<file path="src/rtl/pio_addr_gen_if.sv">
// Memory-mapped slave bus of the PIO address generator: register select,
// write strobe and zero-wait-state read data.
interface pio_addr_gen_if;
    logic [2:0]  address;
    logic        chipselect;
    logic        write_n;
    logic [31:0] writedata;
    logic [31:0] readdata;

    modport master (
        output address, chipselect, write_n, writedata,
        input  readdata
    );

    modport slave (
        input  address, chipselect, write_n, writedata,
        output readdata
    );
endinterface

</file>
<file path="src/rtl/pio_addr_gen.sv">
// Programmable address generator: a bus-writable DATA register that steps by
// STEP on each adv strobe, saturating at or wrapping modulo LIMIT+1.
module pio_addr_gen #(
    parameter int              WIDTH       = 15,
    parameter logic [31:0]     RESET_VALUE = 32'd0,
    parameter logic [WIDTH-1:0] LIMIT_RESET = {WIDTH{1'b1}}
) (
    input  logic                 clk,
    input  logic                 reset_n,
    pio_addr_gen_if.slave        bus,
    input  logic                 adv,
    output logic [WIDTH-1:0]     out_port,
    output logic                 update,
    output logic                 irq
);

    localparam logic [WIDTH-1:0] DATA_RST = RESET_VALUE[WIDTH-1:0];

    localparam logic [2:0] A_DATA   = 3'd0;
    localparam logic [2:0] A_LIMIT  = 3'd1;
    localparam logic [2:0] A_STEP   = 3'd2;
    localparam logic [2:0] A_CTRL   = 3'd3;
    localparam logic [2:0] A_SET    = 3'd4;
    localparam logic [2:0] A_CLEAR  = 3'd5;
    localparam logic [2:0] A_STATUS = 3'd6;

    logic [WIDTH-1:0] data_q,   data_d;
    logic [WIDTH-1:0] limit_q,  limit_d;
    logic [WIDTH-1:0] step_q,   step_d;
    logic             auto_q,   auto_d;
    logic             wrap_q,   wrap_d;
    logic             irq_en_q, irq_en_d;
    logic             done_q,   done_d;
    logic             update_q, update_d;

    logic             wr;
    logic [WIDTH-1:0] wdat;
    logic [WIDTH:0]   adv_res;
    logic             unused_wdata;

    assign unused_wdata = &{1'b0, bus.writedata[31:WIDTH]};

    // Result of one advance as {done_set, next_data}, using the current
    // (pre-write) LIMIT/STEP/WRAP values.
    function automatic logic [WIDTH:0] advance(
        input logic [WIDTH-1:0] data,
        input logic [WIDTH-1:0] limit,
        input logic [WIDTH-1:0] step,
        input logic             wrap
    );
        logic [WIDTH:0] sum;
        logic [WIDTH:0] wrapped;
        sum     = {1'b0, data} + {1'b0, step};
        wrapped = sum - {1'b0, limit} - {{WIDTH{1'b0}}, 1'b1};
        if (step == '0)
            advance = {(data > limit), data};
        else if (sum <= {1'b0, limit})
            advance = {1'b0, sum[WIDTH-1:0]};
        else if (wrap)
            advance = {1'b1, wrapped[WIDTH-1:0]};
        else
            advance = {1'b1, limit};
    endfunction

    assign wr      = bus.chipselect & ~bus.write_n;
    assign wdat    = bus.writedata[WIDTH-1:0];
    assign adv_res = advance(data_q, limit_q, step_q, wrap_q);

    always_comb begin
        data_d   = data_q;
        limit_d  = limit_q;
        step_d   = step_q;
        auto_d   = auto_q;
        wrap_d   = wrap_q;
        irq_en_d = irq_en_q;
        done_d   = done_q;

        if (wr && bus.address == A_STATUS && bus.writedata[0])
            done_d = 1'b0;

        if (adv && auto_q) begin
            data_d = adv_res[WIDTH-1:0];
            if (adv_res[WIDTH])
                done_d = 1'b1;
        end

        // Bus writes to DATA/SET/CLEAR override a coincident advance entirely.
        if (wr) begin
            unique case (bus.address)
                A_DATA: begin
                    data_d = wdat;
                    done_d = done_q & ~(bus.writedata[0] & 1'b0);
                end
                A_SET:   data_d = data_q | wdat;
                A_CLEAR: data_d = data_q & ~wdat;
                A_LIMIT: limit_d = wdat;
                A_STEP:  step_d  = wdat;
                A_CTRL: begin
                    auto_d   = bus.writedata[0];
                    wrap_d   = bus.writedata[1];
                    irq_en_d = bus.writedata[2];
                end
                default: ;
            endcase
            if (bus.address == A_DATA || bus.address == A_SET || bus.address == A_CLEAR)
                done_d = done_q;
        end

        update_d = (data_d != data_q);
    end

    always_ff @(posedge clk or negedge reset_n) begin
        if (!reset_n) begin
            data_q   <= DATA_RST;
            limit_q  <= LIMIT_RESET;
            step_q   <= {{(WIDTH-1){1'b0}}, 1'b1};
            auto_q   <= 1'b0;
            wrap_q   <= 1'b0;
            irq_en_q <= 1'b0;
            done_q   <= 1'b0;
            update_q <= 1'b0;
        end else begin
            data_q   <= data_d;
            limit_q  <= limit_d;
            step_q   <= step_d;
            auto_q   <= auto_d;
            wrap_q   <= wrap_d;
            irq_en_q <= irq_en_d;
            done_q   <= done_d;
            update_q <= update_d;
        end
    end

    always_comb begin
        bus.readdata = '0;
        unique case (bus.address)
            A_DATA:   bus.readdata = {{(32-WIDTH){1'b0}}, data_q};
            A_LIMIT:  bus.readdata = {{(32-WIDTH){1'b0}}, limit_q};
            A_STEP:   bus.readdata = {{(32-WIDTH){1'b0}}, step_q};
            A_CTRL:   bus.readdata = {29'b0, irq_en_q, wrap_q, auto_q};
            A_STATUS: bus.readdata = {31'b0, done_q};
            default:  bus.readdata = '0;
        endcase
    end

    assign out_port = data_q;
    assign update   = update_q;
    assign irq      = done_q & irq_en_q;

endmodule

</file>
<file path="src/flat_wrapper.sv">
// flat-port wrapper written by rule: the top's interface ports become plain ports
module pio_addr_gen_flat 
#(
    parameter int              WIDTH       = 15,
    parameter logic [31:0]     RESET_VALUE = 32'd0,
    parameter logic [WIDTH-1:0] LIMIT_RESET = {WIDTH{1'b1}}
)
  (clk, reset_n, adv, out_port, update, irq, bus_address, bus_chipselect, bus_write_n, bus_writedata, bus_readdata);
  pio_addr_gen_if bus_i ();
  input  logic clk;
  input  logic reset_n;
  input  logic adv;
  output logic [WIDTH-1:0] out_port;
  output logic update;
  output logic irq;
  input wire logic [$bits(bus_i.address)-1:0] bus_address;
  input wire logic [$bits(bus_i.chipselect)-1:0] bus_chipselect;
  input wire logic [$bits(bus_i.write_n)-1:0] bus_write_n;
  input wire logic [$bits(bus_i.writedata)-1:0] bus_writedata;
  output wire logic [$bits(bus_i.readdata)-1:0] bus_readdata;
  assign bus_i.address = bus_address;
  assign bus_i.chipselect = bus_chipselect;
  assign bus_i.write_n = bus_write_n;
  assign bus_i.writedata = bus_writedata;
  assign bus_readdata = bus_i.readdata;
  pio_addr_gen #(.WIDTH(WIDTH), .RESET_VALUE(RESET_VALUE), .LIMIT_RESET(LIMIT_RESET)) u_core (.clk(clk), .reset_n(reset_n), .bus(bus_i), .adv(adv), .out_port(out_port), .update(update), .irq(irq));
endmodule
</file>
<file path="config.mk">
export PLATFORM = sky130hd
export DESIGN_NAME = pio_addr_gen_flat
export DESIGN_NICKNAME = d
export VERILOG_FILES = /design/src/rtl/pio_addr_gen_if.sv /design/src/rtl/pio_addr_gen.sv /design/src/flat_wrapper.sv
export SDC_FILE = /design/constraint.sdc
export NUM_CORES = 1
export LEC_CHECK = 0
export CAP_MARGIN = 20
export CORE_AREA = 2 2 81 160
export DETAILED_ROUTE_END_ITERATION = 10
export DIE_AREA = 0 0 83 162
export MAX_ROUTING_LAYER = met4
export PLACE_DENSITY = 0.88
export SYNTH_ARGS = -nofsm -noshare
export SYNTH_HDL_FRONTEND = slang
export SYNTH_SLANG_ARGS = --single-unit
</file>
<file path="constraint.sdc">
create_clock -name clk -period 5 [get_ports clk]
set_input_delay 1.25 -clock clk [delete_from_list [all_inputs] [get_ports clk]]
set_output_delay 1.25 -clock clk [all_outputs]
set_load 0.01 [all_outputs]
</file>
## Yosys cells after proc, flatten, opt, wreduce, memory -nomap -nowiden

Cells that the tools add are included.

- Reduce and logical (&&, ||, !) cells: 11
- Equality and inequality tests: 9
- $lt $le $gt $ge: 2
- $add $sub $neg: 3
- Bitwise gates (word level): 6
- Multiplexer cells: 13

Operator list:

| kind | count |
|---|---|
| 15-bit case mux with 5 select lines | 1 |
| 15-bit 2-to-1 mux | 3 |
| 15-bit case mux with 3 select lines | 1 |
| 16-bit 2-to-1 mux | 2 |
| 15-bit by 15-bit adder with 16-bit output | 1 |
| 16-bit by 15-bit less-or-equal comparator with 1-bit output | 1 |
| 15-bit bitwise AND | 1 |
| 15-bit greater-than comparator | 1 |
| 15-bit logical NOT | 1 |
| 15-bit != test | 1 |
| 15-bit inverter | 1 |
| 15-bit OR | 1 |
| 15-bit by 1-bit subtractor with 15-bit output, second input constant | 1 |
| 15-bit subtractor | 1 |
| 3-bit equality test, second input constant | 3 |
| 2-bit AND reduction | 4 |
| 3-bit by 2-bit equality test with 1-bit output, second input constant | 2 |
| 1-bit 2-to-1 mux | 6 |
| 2-bit != test, second input constant | 2 |
| 3-bit by 1-bit equality test with 1-bit output, second input constant | 1 |
| 1-bit logical AND | 3 |
| 3-bit logical NOT | 1 |
| 1-bit bitwise AND | 2 |
| 1-bit logical OR | 2 |
| 1-bit inverter | 1 |

- Input port bits: 40
- Register bits after elaboration: 50
- Output and inout port bits: 49
- Logic and storage cells: 52

## Longest topological paths before layout

Gate-level depths: netlist of the first run.

- Depth after elaboration: 11
- Mapped depth: 21
- Depth with buffers taken out: 18

## Worst setup path before layout of the first run

Ideal clock, no wire load.

- Path kind: register -> register
- From: register u_core.data_q[4], in the netlist u_core.out_port[4]
- To: register u_core.update_q, in the netlist u_core.update
- Buffers on the path: 1
- Clock period less this slack: 4724 ps
- Slack: 276 ps
- Library setup time: 136 ps
- Required time: 4864 ps
- Stages on the path, launching flop included: 19
- Arrival time: 4588 ps
- Cells stage by stage: dfrtp_1 > ha_1 > a2111oi_1 > a211o_1 > o21ai_1 > a31oi_1 > mux2i_1 > or3_1 > ha_1 > nand3_1 > or4_4 > nor3_2 > nand2_1 > a21o_1 > buf_6 > or4_1 > a41o_1 > xnor2_2 > nand4_1

- Cells in the longest elaborated chain, start to end: 10
- Elaborated cells between the ends (all ways): 13
- Those cells by class: add/sub: 3; order compare: 1; eq/ne: 1; mux: 6; bitwise: 2

RTL lines:

| element | line | RTL |
|---|---|---|
| start: declaration | pio_addr_gen.sv:27 | `logic [WIDTH-1:0] data_q, data_d;` |
| start signal: assignment | pio_addr_gen.sv:123 | `data_q <= data_d;` |
| 15-bit by 15-bit adder with 16-bit output * | pio_addr_gen.sv:53 | `sum = {1'b0, data} + {1'b0, step};` |
| 15-bit subtractor | pio_addr_gen.sv:54 | `wrapped = sum - {1'b0, limit} - {{WIDTH{1'b0}}, 1'b1};` |
| 15-bit by 1-bit subtractor with 15-bit output | pio_addr_gen.sv:54 |  |
| 15-bit 2-to-1 mux | pio_addr_gen.sv:59 | `else if (wrap)` |
| 16-bit 2-to-1 mux * | pio_addr_gen.sv:57 | `else if (sum <= {1'b0, limit})` |
| 16-bit 2-to-1 mux * | pio_addr_gen.sv:55 | `if (step == '0)` |
| 15-bit 2-to-1 mux * | pio_addr_gen.sv:81 | `if (adv && auto_q) begin` |
| 15-bit case mux with 3 select lines | pio_addr_gen.sv:89 | `unique case (bus.address)` |
| 15-bit 2-to-1 mux * | pio_addr_gen.sv:88 | `if (wr) begin` |
| via u_core.data_d[13] | pio_addr_gen.sv:27 |  |
| 15-bit != test * | pio_addr_gen.sv:109 | `update_d = (data_d != data_q);` |
| via u_core.update_d | pio_addr_gen.sv:34 | `logic update_q, update_d;` |
| end signal: assignment | pio_addr_gen.sv:130 | `update_q <= update_d;` |
| end: declaration | pio_addr_gen.sv:34 |  |

The timed path passes the listed nets; every way through them passes the cells marked *.
A chain may end at the register's enable or synchronous reset.

## Final worst setup path of the first run

- From: register u_core.data_q[6], in the netlist u_core.out_port[6]
- To: register u_core.update_q, in the netlist u_core.update

- Cells in the longest elaborated chain, start to end: 10
- Elaborated cells between the ends (all ways): 13
- Those cells by class: add/sub: 3; order compare: 1; eq/ne: 1; mux: 6; bitwise: 2

RTL lines:

| element | line |
|---|---|
| 15-bit by 15-bit adder with 16-bit output | pio_addr_gen.sv:53 |
| 15-bit subtractor | pio_addr_gen.sv:54 |
| 15-bit by 1-bit subtractor with 15-bit output | pio_addr_gen.sv:54 |
| 15-bit 2-to-1 mux | pio_addr_gen.sv:59 |
| 16-bit 2-to-1 mux | pio_addr_gen.sv:57 |
| 16-bit 2-to-1 mux | pio_addr_gen.sv:55 |
| 15-bit 2-to-1 mux | pio_addr_gen.sv:81 |
| 15-bit case mux with 3 select lines | pio_addr_gen.sv:89 |
| 15-bit 2-to-1 mux | pio_addr_gen.sv:88 |
| 15-bit != test * | pio_addr_gen.sv:109 |
| via u_core.update_d | pio_addr_gen.sv:34 |

Marks and branches as above.

==> qor.yml, run 1 <==
crit_path_end_kind: "flop"
synth-compound-area-share_pct: 26.3
final_period_minus_worst_setup_slack_ns: 5.02
hold_path_end: "u_core.irq_en_q"
initialDrtViolationCount: 694
area_growth_pct: 28.4
globalRouteOverflowTotal: 0
status: "complete, but fails checks"
ir_worst_vdd_mv: 0.497
crit_type: "flop to flop"
holdCritStartpoint: "u_core.irq_en_q"
ys.flop_type: "sky130_fd_sc_hd__dfrtp_1"
grt.total_usage_pct: 37.3
fin_worst_skew_ns: 0.00602
io-pin-count: 89
design_power_total_uw: 6410
worst_path_largest_cell_delay_ns: 0.54
yosys-top-cells-area: "sky130_fd_sc_hd__dfrtp_1, sky130_fd_sc_hd__ha_1, sky130_fd_sc_hd__dfstp_2"
synthesis.area_mm2: 0.00607
die_area_mm2: 0.0134
fmax_mhz: 199
route.detailed.wl_per_inst_um: 23.8
final_core_util_pct: 63.9
path_clk_slew_ns: 0.08
wl_um: 25100
hold_path_depth: 1
r2r-start: "u_core.out_port[6]"
drt-vias-per-instance: 6.62
cts_sinks: 50
detailedPlacementHpwl_um: 19400
synth-edff-count: 0
cp_arrival_ns: 5.17
antenna_left: 0
synth_cells: 777
die_height_um: 162
grt_use_met3_pct: 4.12
setup_viol: 1
grt_antenna_before_repair: 0
cap_violations: 0
timing.critical_path.required_ns: 5.15
mux_contribution_to_synthesized_area_pct: 10.2
share_of_cells_above_drive_strength_1_pct: 23.8
yosys.cell_types.count: 78
part_of_the_yosys_area_used_for_sequential_elements_pct: 20.9
via_count: 6994
power_density_normalized_to_cell_area_mw_per_mm2: 822
synth_largest_area_cell: "sky130_fd_sc_hd__dfrtp_1"
yosys.area_share.xor_xnor_pct: 3.44
largest_driver_fanout_on_the_critical_path: 4
timing.slew.headroom_pct: 49.0
grt_max_degree: 51
combinational_family_with_the_most_area_after_synthesis: "compound AO/OA/AOI/OAI gates"
synth.avg_cell_area_um2: 7.82
cts_tree: "built"
post-route-worst-setup-slack_ns: -0.0196
final_cycle_share_pct: 100
cts_made_buffers: 5
finish.net_count: 996
synthTopCellsByCount: "sky130_fd_sc_hd__nand2_1, sky130_fd_sc_hd__nor2_1, sky130_fd_sc_hd__o21ai_0, sky130_fd_sc_hd__a21oi_1, sky130_fd_sc_hd__ha_1"
first_pass_grt_wire_length_um: 37200
chipWidth_um: 83
final_max_slew_viol_count: 0
clockBufferDepth: 2
asyncSetResetFlopFracSynth_pct: 100
start_util_pct: 49.8
failed_checks: "setup timing"
tightest_slew_ns: 0.760
path_cells: "ha_1, buf_4, nand2_1, a211o_1, o21ai_2, a31oi_2, mux2i_1, or3_4, ha_4, nand3_2, or4_4, nor3_4, nand2_2, a21o_1, buf_4, a311oi_1, o21ai_0, a211oi_2, nand4_1"
remaining_drc_errors: 0
min-delay-path-class: "flop to flop"
critPathMostFrequentCell: "sky130_fd_sc_hd__buf_4"
synth.most_common_cell: "sky130_fd_sc_hd__nand2_1"
synth-adder-area-share_pct: 10.1
num_rows: 57
crit_path_start_kind: "flop"
clk_latency_ns: 0.30
grt_pass1_vias: 6699
simple_gate_area_share_of_the_yosys_netlist_pct: 21.0
antenna_cells_inserted: 0
htree_levels: 2
worst_setup_path_startpoint: "u_core.out_port[6]"
synth.ff_latch_count: 50
regToRegSetupSlack_ns: -0.02
grt-busiest-layer: "met2"
synthesis.yosys.warnings: 0
worst_path_max_delay_cell: "sky130_fd_sc_hd__or4_4"
post-synth-top-area-fraction_pct: 14.0
placement.io_buffers: 54
final_hold_viol_count: 0
worstReg2RegEnd: "u_core.update"
global_route.usage.met2_pct: 65.4
worst-r2r-cell-count: 19
cts_root_buf: "sky130_fd_sc_hd__clkbuf_16"
drt-pass1-iter-count: 6
core_mm2: 0.0122
grt.met1_usage_pct: 35.4
gp_congestion: 1.06
rsz0062_at_grt: "true"
cellLeakagePower_uw: 0.00339
-- metal layers --
layer | vias up | routed length, µm
met1 | 3239 | 8020
met4 | 0 | 3130
li1 | 3089 | -
met3 | 196 | 1630
met5 | - | 0
met2 | 470 | 12300
-- report_power, final --
| group | switching, µW | internal [µW] |
|---|---|---|
| Sequential | 142 | 555 |
| Combinational | 2900 | 2440 |
| Clock | 176 | 202 |
-- critical path, delay by kind of cell (launching register included) --
kind | cells | cell delay (ns)
muxes | 1 | 0.16
adders and majority gates | 2 | 0.64
AOI/OAI and AO/OA | 7 | 1.84
buffers and inverters | 2 | 0.35
DFF | 1 | 0.40
and+or+nand+nor | 7 | 1.46
-- kinds of logic (layout without fill, tap and decap cells) --
kind of cell / after synthesis / count (layout)
AOI/OAI and AO/OA: 240 / 240
xor gates and xnor gates: 23 / 23
adders and majority gates: 48 / 48
buffers and inverters: 103 / 219
DFF: 50 / 50
muxes: 55 / 55
other: 1 / 17
and+or+nand+nor: 257 / 257
-- worst max-delay path by stage --
stage	to	slack (ns)	depth (start not counted)
after floorplan	u_core.update	0.28	18
after global placement	u_core.update	-0.26	19
final	u_core.update	-0.02	19
after detailed placement	u_core.update	-0.27	18
after CTS	u_core.update	0.007	20
after global routing	u_core.update	-0.17	20
-- registers in the layout, indices dropped and copies added, names as in the netlist --
signal           cells
u_core.wrap_q        1
u_core.irq_en_q      1
u_core.limit_q      15
u_core.auto_q        1
u_core.update        1
u_core.done_q        1
u_core.step_q       15
u_core.out_port     15
-- layout by cell type (no fill, tap or decap), types with 4 or more instances in the layout --
| cell | count |
|---|---|
| sky130_fd_sc_hd__dfrtp_1 | 34 |
| sky130_fd_sc_hd__o21a_1 | 10 |
| sky130_fd_sc_hd__nor4_1 | 8 |
| sky130_fd_sc_hd__nand4_1 | 9 |
| sky130_fd_sc_hd__xnor2_1 | 14 |
| sky130_fd_sc_hd__nor3_1 | 17 |
| sky130_fd_sc_hd__xor2_1 | 5 |
| sky130_fd_sc_hd__ha_1 | 43 |
| sky130_fd_sc_hd__o21ai_0 | 58 |
| sky130_fd_sc_hd__conb_1 | 17 |
| sky130_fd_sc_hd__nor2_1 | 66 |
| sky130_fd_sc_hd__and2_1 | 5 |
| sky130_fd_sc_hd__dfstp_2 | 16 |
| sky130_fd_sc_hd__a211o_1 | 5 |
| sky130_fd_sc_hd__nand3_1 | 14 |
| sky130_fd_sc_hd__nand2b_1 | 8 |
| sky130_fd_sc_hd__clkbuf_16 | 5 |
| sky130_fd_sc_hd__inv_1 | 38 |
| sky130_fd_sc_hd__mux2i_1 | 27 |
| sky130_fd_sc_hd__a22o_1 | 4 |
| sky130_fd_sc_hd__nor3b_1 | 5 |
| sky130_fd_sc_hd__or3_1 | 7 |
| sky130_fd_sc_hd__a31oi_1 | 8 |
| sky130_fd_sc_hd__clkdlybuf4s50_1 | 53 |
| sky130_fd_sc_hd__or3b_2 | 5 |
| sky130_fd_sc_hd__a21o_1 | 14 |
| sky130_fd_sc_hd__o211ai_1 | 21 |
| sky130_fd_sc_hd__and3_1 | 4 |
| sky130_fd_sc_hd__a211oi_1 | 9 |
| sky130_fd_sc_hd__a21oi_1 | 50 |
| sky130_fd_sc_hd__buf_4 | 118 |
| sky130_fd_sc_hd__mux2_2 | 23 |
| sky130_fd_sc_hd__a221oi_1 | 6 |
| sky130_fd_sc_hd__nand2_1 | 69 |
| sky130_fd_sc_hd__o311ai_0 | 4 |
| sky130_fd_sc_hd__nor2b_1 | 14 |
-- final cells by class --
class / count / area (µm²)
clock buffers: 6 / 139
clock inverters: 2 / 16.3
fillers: 1056 / 4400
inverters: 38 / 143
multi-input cells: 640 / 4600
flip-flops and latches: 50 / 1270
well taps: 147 / 184
repair buffers: 173 / 1440
-- through the flow --
step / cells / setup TNS [ns] / cell area [µm²] / setup slack, ns / hold slack [ns]
6_report: 1056 / -0.0196 / 7800 / -0.0196 / 0.534
3_5_place_dp: 1040 / -0.685 / 7370 / -0.274 / 0.515
2_1_floorplan: 793 / 0 / 6130 / 0.276 / 0.488
3_3_place_gp: 1040 / -0.631 / 7370 / -0.264 / 0.500
5_1_grt: 1056 / -0.446 / 7800 / -0.170 / 0.550
4_1_cts: 1053 / 0 / 7670 / 0.00693 / 0.533
-- repair_timing --
item | in CTS | in global routing
hold buffers | 0 | 0
buffers inserted | 5 | 3
resized for setup | 17 | 16
setup endpoints to repair | 6 | 7
pin swaps | 10 | 11
endpoints found under the hold margin | 0 | 0
No activity file was read; power rests on OpenSTA's default activity.
==> inputs of run 2 (changes only) <==
--- a/config.mk
+++ b/config.mk
@@ -6,9 +6,9 @@
 export NUM_CORES = 1
 export LEC_CHECK = 0
 export CAP_MARGIN = 20
-export CORE_AREA = 2 2 81 160
+export CORE_AREA = 3 3 82 161
 export DETAILED_ROUTE_END_ITERATION = 10
-export DIE_AREA = 0 0 83 162
+export DIE_AREA = 0 0 85 164
 export MAX_ROUTING_LAYER = met4
 export PLACE_DENSITY = 0.88
 export SYNTH_ARGS = -nofsm -noshare
==> run 2 against run 1 <==
Compared with the run above:
- the flow still finishes with violations (setup timing)
- register-to-register slack got worse by 0.07 ns
- wire length increased by 0.33%
- clock power increased by 13%
- clock skew increased by 0.0020 ns
- critical path type unchanged
==> qor.yml, run 2 (synthesis gave the netlist of run 1 again) <==
crit_path_end_kind: "flop"
core_mm2: 0.0122  # unchanged
tightest_slew_ns: 1.15  # +0.394 ns
power_density_normalized_to_cell_area_mw_per_mm2: 817  # -0.59%
htree_levels: 2  # unchanged
crit_type: "flop to flop"
die_height_um: 164  # +1.2%
fin_worst_skew_ns: 0.00805  # +0.00203 ns
gp_congestion: 1.07  # +0.42%
worst_path_max_delay_cell: "sky130_fd_sc_hd__dfstp_2"
io-pin-count: 89  # unchanged
cts_made_buffers: 5  # unchanged
antenna_left: 0  # unchanged
failed_checks: "setup timing"
clockBufferDepth: 2  # unchanged
fmax_mhz: 197  # -1.3%
cts_tree: "built"
cap_violations: 0  # unchanged
grt_antenna_before_repair: 0  # unchanged
drt-vias-per-instance: 6.63  # about the same
final_cycle_share_pct: 102  # +1.3 points
antenna_cells_inserted: 0  # unchanged
num_rows: 57  # unchanged
final_common_cell: "sky130_fd_sc_hd__buf_4"
crit_path_start_kind: "flop"
timing.slew.headroom_pct: 22.3  # -27 points
cts_root_buf: "sky130_fd_sc_hd__clkbuf_16"
design_power_total_uw: 6310  # -1.5%
globalRouteOverflowTotal: 0  # unchanged
grt_pass1_vias: 6758  # +0.88%
setup_viol: 1  # unchanged
path_clk_slew_ns: 0.08  # about the same
timing.critical_path.required_ns: 5.19  # +0.04 ns
place_area_mm2: 0.00733  # -0.54%
cp_arrival_ns: 5.27  # +0.10 ns
post-route-worst-setup-slack_ns: -0.0849  # -0.0653 ns
status: "complete, but fails checks"
placement.io_buffers: 54  # unchanged
ir_worst_vdd_mv: 0.566  # +14%
grt.total_usage_pct: 36.2  # -1.1 points
stdcell_count: 1049  # -0.66%
commonest_cells_after_routing_fill_and_taps_aside: "sky130_fd_sc_hd__buf_4, sky130_fd_sc_hd__nand2_1, sky130_fd_sc_hd__nor2_1"
final_period_minus_worst_setup_slack_ns: 5.08  # +0.0653 ns
path_cells: "ha_4, inv_1, fa_2, nor2b_2, o31a_1, o31a_1, nor4_1, a2111oi_2, ha_1, nand3_1, or4_4, nor3_4, nand2_2, a21o_4, buf_4, o311a_1, nor4_2, buf_4, nand4_1"
detailedPlacementHpwl_um: 19500  # +0.25%
wl_um: 25200  # +0.33%
worst_path_largest_cell_delay_ns: 0.61  # +0.07 ns
post_placement_cell_count: 1035  # -0.48%
finish.net_count: 989  # -0.70%
clk_latency_ns: 0.31  # about the same
route.detailed.wl_per_inst_um: 24.0  # +1.0%
grt_max_degree: 51  # unchanged
first_pass_grt_wire_length_um: 37200  # about the same
fillCellCount: 1066  # +0.95%
largest_driver_fanout_on_the_critical_path: 10  # +6
share_of_cells_above_drive_strength_1_pct: 22.3  # -1.5 points
final_hold_viol_count: 0  # unchanged
via_count: 6951  # -0.61%
design_area_mm2: 0.00772  # -0.96%
min-delay-path-class: "flop to flop"
rsz0062_at_grt: "true"
start_util_pct: 49.8  # unchanged
cellLeakagePower_uw: 0.00336  # -0.62%
die_area_mm2: 0.0139  # +3.7%
cts_sinks: 50  # unchanged
chipWidth_um: 85  # +2.4%
area_growth_pct: 27.1
drt-pass1-iter-count: 6  # unchanged
initialDrtViolationCount: 664  # -4.3%
final_max_slew_viol_count: 0  # unchanged
remaining_drc_errors: 0  # unchanged
## run 2: what timing repair did
item | in CTS | in global routing
buffers inserted | 2 | 4
endpoints found under the setup margin | 3 | 5
pin swaps | 6 | 12
hold buffers | 0 | 0
resized for setup | 9 | 21
endpoints found under the hold margin | 0 | 0
## run 2: worst max-delay path, delay by kind of cell (launching register included)
kind	cells	cell delay (ns)
flip-flops	1	0.61
AND/OR/NAND/NOR	8	1.63
AO/OA/AOI/OAI	5	1.61
buffers and inverters	3	0.38
adder cells (fa/ha/maj)	3	0.72
## run 2: layer usage
layer | vias to the layer above | track usage [%] | part of all wire (%)
met5 | - | - | 0
met4 | 0 | 30.5 | 11
met3 | 157 | 3.92 | 6.7
met2 | 421 | 62.4 | 51
met1 | 3279 | 35.6 | 32
li1 | 3094 | - | -
## run 2: power breakdown
part	internal [µW]	switching, µW
Clock	253	177
Combinational	2350	2820
Sequential	554	155
Total	3160	3150
## run 2: path summary, 6_finish.rpt
check	startpoint	slack (ns)	endpoint	cells after the start
worst max-delay path	u_core.step_q[0]	-0.08	u_core.update	19
worst min-delay path	u_core.irq_en_q	0.55	u_core.irq_en_q	1
worst max register to register	u_core.step_q[0]	-0.08	u_core.update	19
worst min register to register	u_core.irq_en_q	0.55	u_core.irq_en_q	1
max in group asynchronous	reset_n	3.45	u_core.out_port[11]	2
min in group asynchronous	reset_n	1.07	u_core.out_port[7]	2
## run 2: layout make-up
type / instances / area [µm²] / share of cell area [%]
Timing Repair Buffer: 166 / 1410 / 18.2
Clock buffer: 6 / 139 / 1.80
Tap cell: 147 / 184 / 2.38
Multi-Input combinational cell: 640 / 4540 / 58.8
Clock inverter: 2 / 38.8 / 0.502
Inverter: 38 / 143 / 1.85
Sequential cell: 50 / 1270 / 16.5
## run 2: through the flow
stage               setup TNS (ns)  setup slack (ns)  util (%)  hold WS [ns]
finish                     -0.0849           -0.0849      63.3         0.549
global route                -0.401            -0.281      63.3         0.566
CTS                              0            0.0162      62.0         0.550
detailed placement          -0.357            -0.197      60.1         0.533
global placement            -0.206            -0.163      60.1         0.516
floorplan                        0             0.276         -         0.488
==> inputs of run 3 (changes only) <==
--- a/config.mk
+++ b/config.mk
@@ -6,9 +6,9 @@
 export NUM_CORES = 1
 export LEC_CHECK = 0
 export CAP_MARGIN = 20
-export CORE_AREA = 3 3 82 161
+export CORE_AREA = 2 2 81 160
 export DETAILED_ROUTE_END_ITERATION = 10
-export DIE_AREA = 0 0 85 164
+export DIE_AREA = 0 0 83 162
 export MAX_ROUTING_LAYER = met4
 export PLACE_DENSITY = 0.88
 export SYNTH_ARGS = -nofsm -noshare
==> results of run 3 <==
No change in the layout: final DEF, timing and power equal those of run 1.
